--- src/rtl/lzd_norm_sched.sv ---
// Shared 64-bit leading-zero detect + normalize unit with round-robin
// arbitration among NREQ requesters, two-stage valid/ready pipeline.

module lz64 (
   input  logic [63:0] a,
   output logic [5:0]  zp,
   output logic        zv
);

   logic [15:0] nib_nz;
   logic [1:0]  nib_lz [16];

   // Per-nibble detectors feed a 16-way priority combine.
   always_comb begin
      for (int k = 0; k < 16; k++) begin
         nib_nz[k] = |a[4*k +: 4];
         casez (a[4*k +: 4])
            4'b1???: nib_lz[k] = 2'd0;
            4'b01??: nib_lz[k] = 2'd1;
            4'b001?: nib_lz[k] = 2'd2;
            default: nib_lz[k] = 2'd3;
         endcase
      end
   end

   // Ascending scan so the most significant nonzero nibble wins.
   always_comb begin
      zp = '0;
      zv = 1'b0;
      for (int k = 0; k < 16; k++) begin
         if (nib_nz[k]) begin
            zp = {4'(15 - k), nib_lz[k]};
            zv = 1'b1;
         end
      end
   end

endmodule

module lzd_norm_sched #(
   parameter int NREQ = 2,
   parameter int TAGW = 4,
   localparam int IDW = (NREQ > 1) ? $clog2(NREQ) : 1
) (
   input  logic                 clk,
   input  logic                 reset,
   input  logic [NREQ-1:0]      req_valid,
   output logic [NREQ-1:0]      req_ready,
   input  logic [NREQ*64-1:0]   req_mant,
   input  logic [NREQ*TAGW-1:0] req_tag,
   output logic                 out_valid,
   input  logic                 out_ready,
   output logic [63:0]          out_mant,
   output logic [5:0]           out_lzc,
   output logic                 out_zero,
   output logic [IDW-1:0]       out_id,
   output logic [TAGW-1:0]      out_tag,
   output logic                 busy
);

   logic [63:0]     mant_arr [NREQ];
   logic [TAGW-1:0] tag_arr  [NREQ];

   logic [IDW-1:0]  rr_ptr, ptr_next, winner;
   logic            win_found, take;

   logic            s1_valid, s2_valid;
   logic [63:0]     s1_mant, s2_mant;
   logic [TAGW-1:0] s1_tag, s2_tag;
   logic [IDW-1:0]  s1_id, s2_id;
   logic [5:0]      s2_lzc;
   logic            s2_zero;

   logic            s2_adv, s1_free;
   logic [5:0]      lz_zp;
   logic            lz_zv;

   always_comb begin
      for (int i = 0; i < NREQ; i++) begin
         mant_arr[i] = req_mant[64*i +: 64];
         tag_arr[i]  = req_tag[TAGW*i +: TAGW];
      end
   end

   assign s2_adv  = s1_valid & (~s2_valid | out_ready);
   assign s1_free = ~s1_valid | s2_adv;

   // Descending offset scan: the last hit is the one closest to rr_ptr.
   always_comb begin
      int idx;
      winner    = '0;
      win_found = 1'b0;
      idx       = 0;
      for (int k = NREQ - 1; k >= 0; k--) begin
         idx = int'(rr_ptr) + k;
         if (idx >= NREQ) idx = idx - NREQ;
         if (req_valid[IDW'(idx)]) begin
            winner    = IDW'(idx);
            win_found = 1'b1;
         end
      end
   end

   assign take     = win_found & s1_free & ~reset;
   assign ptr_next = (int'(winner) + 1 >= NREQ) ? '0 : winner + IDW'(1);

   always_comb begin
      req_ready = '0;
      if (take) req_ready[winner] = 1'b1;
   end

   always_ff @(posedge clk or posedge reset) begin
      if (reset) begin
         rr_ptr   <= '0;
         s1_valid <= 1'b0;
         s1_mant  <= '0;
         s1_tag   <= '0;
         s1_id    <= '0;
      end else begin
         if (take) rr_ptr <= ptr_next;
         if (s1_free) s1_valid <= take;
         if (take) begin
            s1_mant <= mant_arr[winner];
            s1_tag  <= tag_arr[winner];
            s1_id   <= winner;
         end
      end
   end

   lz64 u_lz64 (
      .a  (s1_mant),
      .zp (lz_zp),
      .zv (lz_zv)
   );

   // S2 data only changes on an advance, which keeps outputs stable under stall.
   always_ff @(posedge clk or posedge reset) begin
      if (reset) begin
         s2_valid <= 1'b0;
         s2_mant  <= '0;
         s2_lzc   <= '0;
         s2_zero  <= 1'b0;
         s2_id    <= '0;
         s2_tag   <= '0;
      end else if (s2_adv) begin
         s2_valid <= 1'b1;
         s2_mant  <= lz_zv ? (s1_mant << lz_zp) : 64'd0;
         s2_lzc   <= lz_zv ? lz_zp : 6'd0;
         s2_zero  <= ~lz_zv;
         s2_id    <= s1_id;
         s2_tag   <= s1_tag;
      end else if (out_ready) begin
         s2_valid <= 1'b0;
      end
   end

   assign out_valid = s2_valid;
   assign out_mant  = s2_mant;
   assign out_lzc   = s2_lzc;
   assign out_zero  = s2_zero;
   assign out_id    = s2_id;
   assign out_tag   = s2_tag;
   assign busy      = s1_valid | s2_valid;

endmodule

--- config.mk ---
export PLATFORM = sky130hd
export DESIGN_NAME = lzd_norm_sched
export DESIGN_NICKNAME = d
export VERILOG_FILES = /design/src/rtl/lzd_norm_sched.sv
export SDC_FILE = /design/constraint.sdc
export NUM_CORES = 1
export LEC_CHECK = 0
export BUFFER_PORTS_ARGS = -buffer_cell sky130_fd_sc_hd__buf_2
export CAP_MARGIN = 25
export CORE_AREA = 2 2 156 158
export DETAILED_ROUTE_END_ITERATION = 16
export DIE_AREA = 0 0 158 160
export GPL_TIMING_DRIVEN = 0
export PLACE_DENSITY = 0.84
export SYNTH_ARGS = -nofsm -noshare
export SYNTH_HDL_FRONTEND = slang
export SYNTH_SLANG_ARGS = --single-unit
export TNS_END_PERCENT = 5
--- constraint.sdc ---
create_clock -name clk -period 8.45 [get_ports clk]
set_input_delay 1.2675 -clock clk [delete_from_list [all_inputs] [get_ports clk]]
set_output_delay 1.2675 -clock clk [all_outputs]
set_load 0.02 [all_outputs]
==> results_dict.tcl, run 1 <==
set metrics [dict create \
    synth-seq-cells 148 \
    hp-class "flip-flop to flip-flop" \
    final_common_cell "buf_2" \
    start_util 0.491 \
    synth_edf_count 0 \
    via_per_inst 6.92 \
    cts_resized 0 \
    use_met1 0.555 \
    fillCellCount 2204 \
    rows 57 \
    io_buffers 219 \
    cts_made_buffers 17 \
    grt_usage 0.445 \
    whs_ns 0.473 \
    dieHeight_um 160 \
    clockRootBuffer "clkbuf_16" \
    wl_um 56000 \
    post-cts-setup-buffer-count 0 \
    pre_cts_ws_ns 3.31 \
    firstDrtPassIters 6 \
    coreArea_um2 23800 \
    final_cell_mix "buf_2 (255), nand2_1 (200), mux2i_1 (181), dfrtp_1 (148), o21ai_0 (133)" \
    die_area_um2 25300 \
    clk_latency_ns 0.46 \
    clock.fmax_ghz 0.185 \
    syn-num-nets 1492 \
    clock_path_buffers 2 \
    drv_slew 0 \
    final_cells 1936 \
    wl_per_cell_um 28.9 \
    fin_ws_ns 3.04 \
    cts_tree "yes" \
    rsz0062_at_grt "false" \
    fin_area_um2 13900 \
    clk_pin_slew_ns 0.08 \
    clock-skew-final_ns 0.0158 \
    grt.busiest_layer "met2" \
    critPathArrivalTime_ns 5.75 \
    cts.htree.levels 4 \
    ir_drop_mv 0.234 \
    dp_hpwl_um 43700 \
    die_w_um 158 \
    avgSynthCellArea_um2 8.66 \
    ys_warn_count 0 \
    start_kind "flip-flop" \
    fin_crit_sh 0.640 \
    outcome "finished, final reports clean" \
    drt_iter0_drc 1785 \
    met2_usage 0.685 \
    io_pins 221 \
    syn_inst 1351 \
    dpl-instance-area_um2 13300 \
    drive_gt1_frac 0.229 \
    drc 0 \
    power.leakage_nw 6.49 \
    synthArstFlopShare 1.00 \
    nets 1737 \
    grt_max_degree 83 \
    fin_crit_ns 5.41 \
    first_global_vias 12863 \
    slew_headroom 0.0941 \
    area_delta_synth_final_pct 19.0 \
    gr-usage-met3 0.113 \
    gp_congestion 1.04 \
    synth_ff_type "dfrtp_1" \
    dp.cells 1901 \
    critPathCaptureType "flip-flop" \
    antenna_found_initial 3 \
    syn_area_um2 11700 \
    ys_types 85 \
    worst_pin_slew_ns 1.36 \
    path_max_fanout 10 \
    cts_sinks 148 \
    grt.overflow.total 0 \
    cp.required_ns 8.79 \
    cellPowerDensity_nw_per_um2 408 \
    critical_path_class "flip-flop to flip-flop" \
    cts_hold_buf 0 \
    post-route-util 0.584 \
    hold_viol_final 0 \
    vias 13390 \
    grt_pass1_wl_um 82600 \
    drv_cap 0 \
    setup_violations 0 \
    ant_nets 0 \
    synth.yosys.seq_area_share 0.317 \
]
==> registers in the layout, indices dropped and copies added, names as in the netlist <==
name       count
out_tag        4
s1_tag         4
rr_ptr         1
out_valid      1
out_id         1
s1_valid       1
out_lzc        6
out_mant      64
s1_id          1
s1_mant       64
out_zero       1
==> cells by family after synthesis <==
family,Yosys count,share of synthesized area
AO/OA/AOI/OAI,405,0.241
XOR/XNOR,1,0.000749
buffers and inverters,130,0.0520
flip-flops,148,0.317
multiplexers,224,0.214
AND/OR/NAND/NOR,443,0.176
==> metrics by stage <==
step	TNS, ns	power (W)
floorplan	0	0.00334
global placement	-1.33	0.00460
detailed placement	0	0.00463
CTS	0	0.00550
global route	0	0.00586
finish	0	0.00568
==> path summary, 6_finish.rpt <==
path / endpoint / slack, ns / from / cells after the start
min in group asynchronous: out_mant[56] / 0.89 / reset / 2
hold reg to reg: out_tag[0] / 0.47 / s1_tag[0] / 2
setup reg to reg: out_mant[47] / 3.04 / s1_mant[48] / 12
setup / recovery: out_mant[47] / 3.04 / s1_mant[48] / 12
max in group asynchronous: out_tag[0] / 6.70 / reset / 3
hold / removal: out_tag[0] / 0.47 / s1_tag[0] / 2
==> routing by layer <==
metal  wire length [um]  vias up
met2              24900     1024
met1              21200     6470
li1                   -     5632
met4               4210        0
met5                  0        -
met3               5730      264
==> cell usage after synthesis (5+ instances only) <==
cell type,number,area share
nand2_1,200,0.064
mux2i_1,181,0.15
dfrtp_1,148,0.32
o21ai_0,133,0.057
nor2_1,77,0.025
clkbuf_1,61,0.020
nand3_1,44,0.019
a21oi_1,39,0.017
buf_2,32,0.014
nor3_1,29,0.012
o211ai_1,27,0.017
a22oi_1,24,0.015
mux2_2,24,0.023
mux4_2,17,0.033
a31oi_1,16,0.0086
a22o_1,15,0.011
or4_1,15,0.0096
buf_1,13,0.0042
inv_1,13,0.0042
nor4_1,13,0.0070
and2_1,12,0.0064
o22ai_1,12,0.0064
nor2b_1,11,0.0059
o221ai_1,10,0.0075
a211oi_1,9,0.0058
a221oi_1,9,0.0067
nand4_1,9,0.0048
o2111ai_1,9,0.0067
a2111oi_0,8,0.0060
a211o_1,7,0.0052
and3_1,6,0.0032
nand2b_1,6,0.0032
o211a_1,6,0.0051
o21a_1,6,0.0038
a21o_1,5,0.0032
a222oi_1,5,0.0043
a32oi_1,5,0.0037
buf_6,5,0.0048
nor4_2,5,0.0053
o31ai_1,5,0.0032
==> final cells by class <==
class,instances,area (um2),share of cell area
clock inverters,15,206,0.0148
clock buffers,17,425,0.0306
plain buffers,117,559,0.0402
flip-flops and latches,148,3700,0.266
inverters,13,53.8,0.00387
diodes,3,7.51,0.000539
well taps,324,405,0.0291
multi-input cells,1073,7400,0.531
repair buffers,226,1160,0.0835
==> critical path, stage by stage, from the launching register on <==
cell      delay [ns]
dfrtp_1         0.45
nor4_1          0.57
nand2_1         0.51
o31a_1          0.45
o21a_2          0.19
a21oi_4         0.28
buf_6           0.23
buf_12          0.16
mux2_2          0.33
mux4_2          0.60
a222oi_1        1.14
o21ai_0         0.20
o311a_1         0.16
==> report_power, final <==
group / switching, W / internal [W]
Combinational: 0.00241 / 0.00121
Clock: 0.000392 / 0.000482
Sequential: 0.000237 / 0.000947
(Power assumes the default switching activity.)
==> inputs of run 2 (changes only) <==
==> constraint.sdc (replaced) <==
create_clock -name clk -period 5.4 [get_ports clk]
set_input_delay 0.81 -clock clk [delete_from_list [all_inputs] [get_ports clk]]
set_output_delay 0.81 -clock clk [all_outputs]
set_load 0.02 [all_outputs]
==> run 2 against run 1 <==
  * The run now ends with setup timing left
  * Clock skew fell by 0.0022 ns
  * Sequential power rose by 57%
  * Count of clock-buffer cells in the layout did not move
  * Cell area rose by 0.20%
  * Wire length fell by 2.1%
  * Cell count fell by 0.15%
  * Die area did not move
==> results_dict.tcl, run 2 (synthesis gave the netlist of run 1 again) <==
set metrics [dict create \
    gp_congestion 1.06 \
    r2r_slack_ns -0.1 \
    nets 1737 \
    cts_made_buffers 17 \
    cts_tree "yes" \
    regArea_um2 3700 \
    met3_length_um 6050 \
    hold_viol_final 0 \
    grt_pass1_wl_um 81400 \
    cts_sinks 148 \
    critPathArrivalTime_ns 5.83 \
    drc 0 \
    clk_latency_ns 0.45 \
    ir_drop_mv 0.276 \
    start_kind "flip-flop" \
    first_global_vias 12774 \
    via_per_inst 6.82 \
    fin_crit_sh 1.02 \
    clk_pin_slew_ns 0.08 \
    start_util 0.491 \
    fin_ws_ns -0.0992 \
    rows 57 \
    path_max_fanout 10 \
    dp_hpwl_um 42300 \
    io_pins 221 \
    clock.fmax_ghz 0.182 \
    drv_cap 0 \
    area_delta_synth_final_pct 19.2 \
    post-route-util 0.586 \
    coreArea_um2 23800 \
    multi_input_area_um2 7410 \
    firstDrtPassIters 8 \
    fin_crit_ns 5.50 \
    r2r-end "out_mant[47]" \
    violations "setup timing" \
    clock_path_buffers 2 \
    drive_gt1_frac 0.231 \
    wl_met2_um 24300 \
    final_cell_mix "buf_2 (253), nand2_1 (200), mux2i_1 (181), dfrtp_1 (148), o21ai_0 (133)" \
    ant_nets 0 \
    cellPowerDensity_nw_per_um2 631 \
    grt_usage 0.436 \
    worstRegToRegCells 12 \
    rsz0062_at_grt "true" \
    io_buffers 219 \
    dr.max_layer_used "met5" \
    wl_per_cell_um 28.4 \
    antenna_cells 0 \
    grt_max_degree 43 \
    dieHeight_um 160 \
    r2r_start "s1_mant[37]" \
    power.leakage_nw 6.48 \
    wl_um 54800 \
    clock-skew-final_ns 0.0135 \
    drv_slew 0 \
    grt.overflow.total 0 \
    cts.htree.levels 4 \
    final_common_cell "buf_2" \
    drt-met1-wl_um 20000 \
    slew_headroom 0.167 \
    drt_iter0_drc 1737 \
    critPathCaptureType "flip-flop" \
    fillCellCount 2192 \
    clockRootBuffer "clkbuf_16" \
    whs_ns 0.416 \
    critical_path_class "flip-flop to flip-flop" \
    setup_violations 2 \
    worst_pin_slew_ns 1.25 \
    antenna_found_initial 1 \
    die_w_um 158 \
    cp.required_ns 5.73 \
    die_area_um2 25300 \
    vias 13187 \
    outcome "complete, but fails checks" \
    hp-class "primary input to asynchronous set/reset pin" \
]
## run 2: cell types whose count changed in the layout (fill, tap and decap cells not counted), moves of 2 or more
cell	change
inv_6	-4
a2111oi_1	+2
clkinv_4	+3
a2111oi_0	-2
buf_2	-2
diode_2	-3
buf_12	+3
clkinvlp_4	+2
## run 2: stage by stage
| stage | power, W | instance area [um2] | TNS (ns) | setup slack [ns] | std cells |
|---|---|---|---|---|---|
| 6_report | 0.00880 | 13900 | -0.101 | -0.0992 | 1933 |
| 5_1_grt | 0.00908 | 13900 | -0.0692 | -0.0692 | 1933 |
| 4_1_cts | 0.00851 | 13900 | 0 | 0.0561 | 1932 |
| 3_5_place_dp | 0.00721 | 13300 | 0 | 0.141 | 1900 |
| 3_3_place_gp | 0.00717 | 13200 | -54.77 | -1.63 | 1894 |
| 2_1_floorplan | 0.00523 | 11700 | 0 | 0.358 | 1351 |
## run 2: worst max-delay path: stages (launching register included)
cell      delay (ns)
dfrtp_1         0.48
nor4_2          0.61
nand4_1         0.51
o31a_1          0.45
o21a_2          0.20
a21oi_4         0.28
buf_6           0.23
buf_12          0.16
mux2_2          0.34
mux4_2          0.59
a222oi_1        1.10
o21ai_0         0.22
o311a_1         0.18
## run 2: worst max-delay path by stage
stage	start	end	slack [ns]	cells after the start
after floorplan	reset	req_ready[0]	0.36	5
after global placement	reset	req_ready[1]	-1.63	7
after detailed placement	s1_mant[33]	out_mant[47]	0.14	13
after CTS	s1_mant[33]	out_mant[47]	0.06	13
after global routing	s1_mant[37]	out_mant[47]	-0.07	12
final	s1_mant[37]	out_mant[47]	-0.1	12
## run 2: final cells by class
cell class	count	share of cell area
multi-input cells	1073	0.531
repair buffers	226	0.0861
flip-flops and latches	148	0.266
inverters	13	0.00377
well taps	324	0.0291
clock inverters	15	0.0135
plain buffers	117	0.0402
clock buffers	17	0.0305
## run 2: report_power, final
group	switching [W]	internal, W	total, W
logic	0.00375	0.00190	0.00565
registers	0.000369	0.00148	0.00185
clock network	0.000596	0.000705	0.00130
total	0.00471	0.00409	0.00880
## run 2: timing repair
item | 4_1_cts | 5_1_grt
hold buffers | 0 | 0
setup buffers | 0 | 0
resized for setup | 0 | 6
setup endpoints to repair | 0 | 13
hold endpoints to repair | 0 | 0
## run 2: per-layer routing
layer	GRT usage	vias up
met4	0.302	2
met2	0.673	1046
li1	-	5640
met5	0	-
met1	0.533	6230
met3	0.107	269
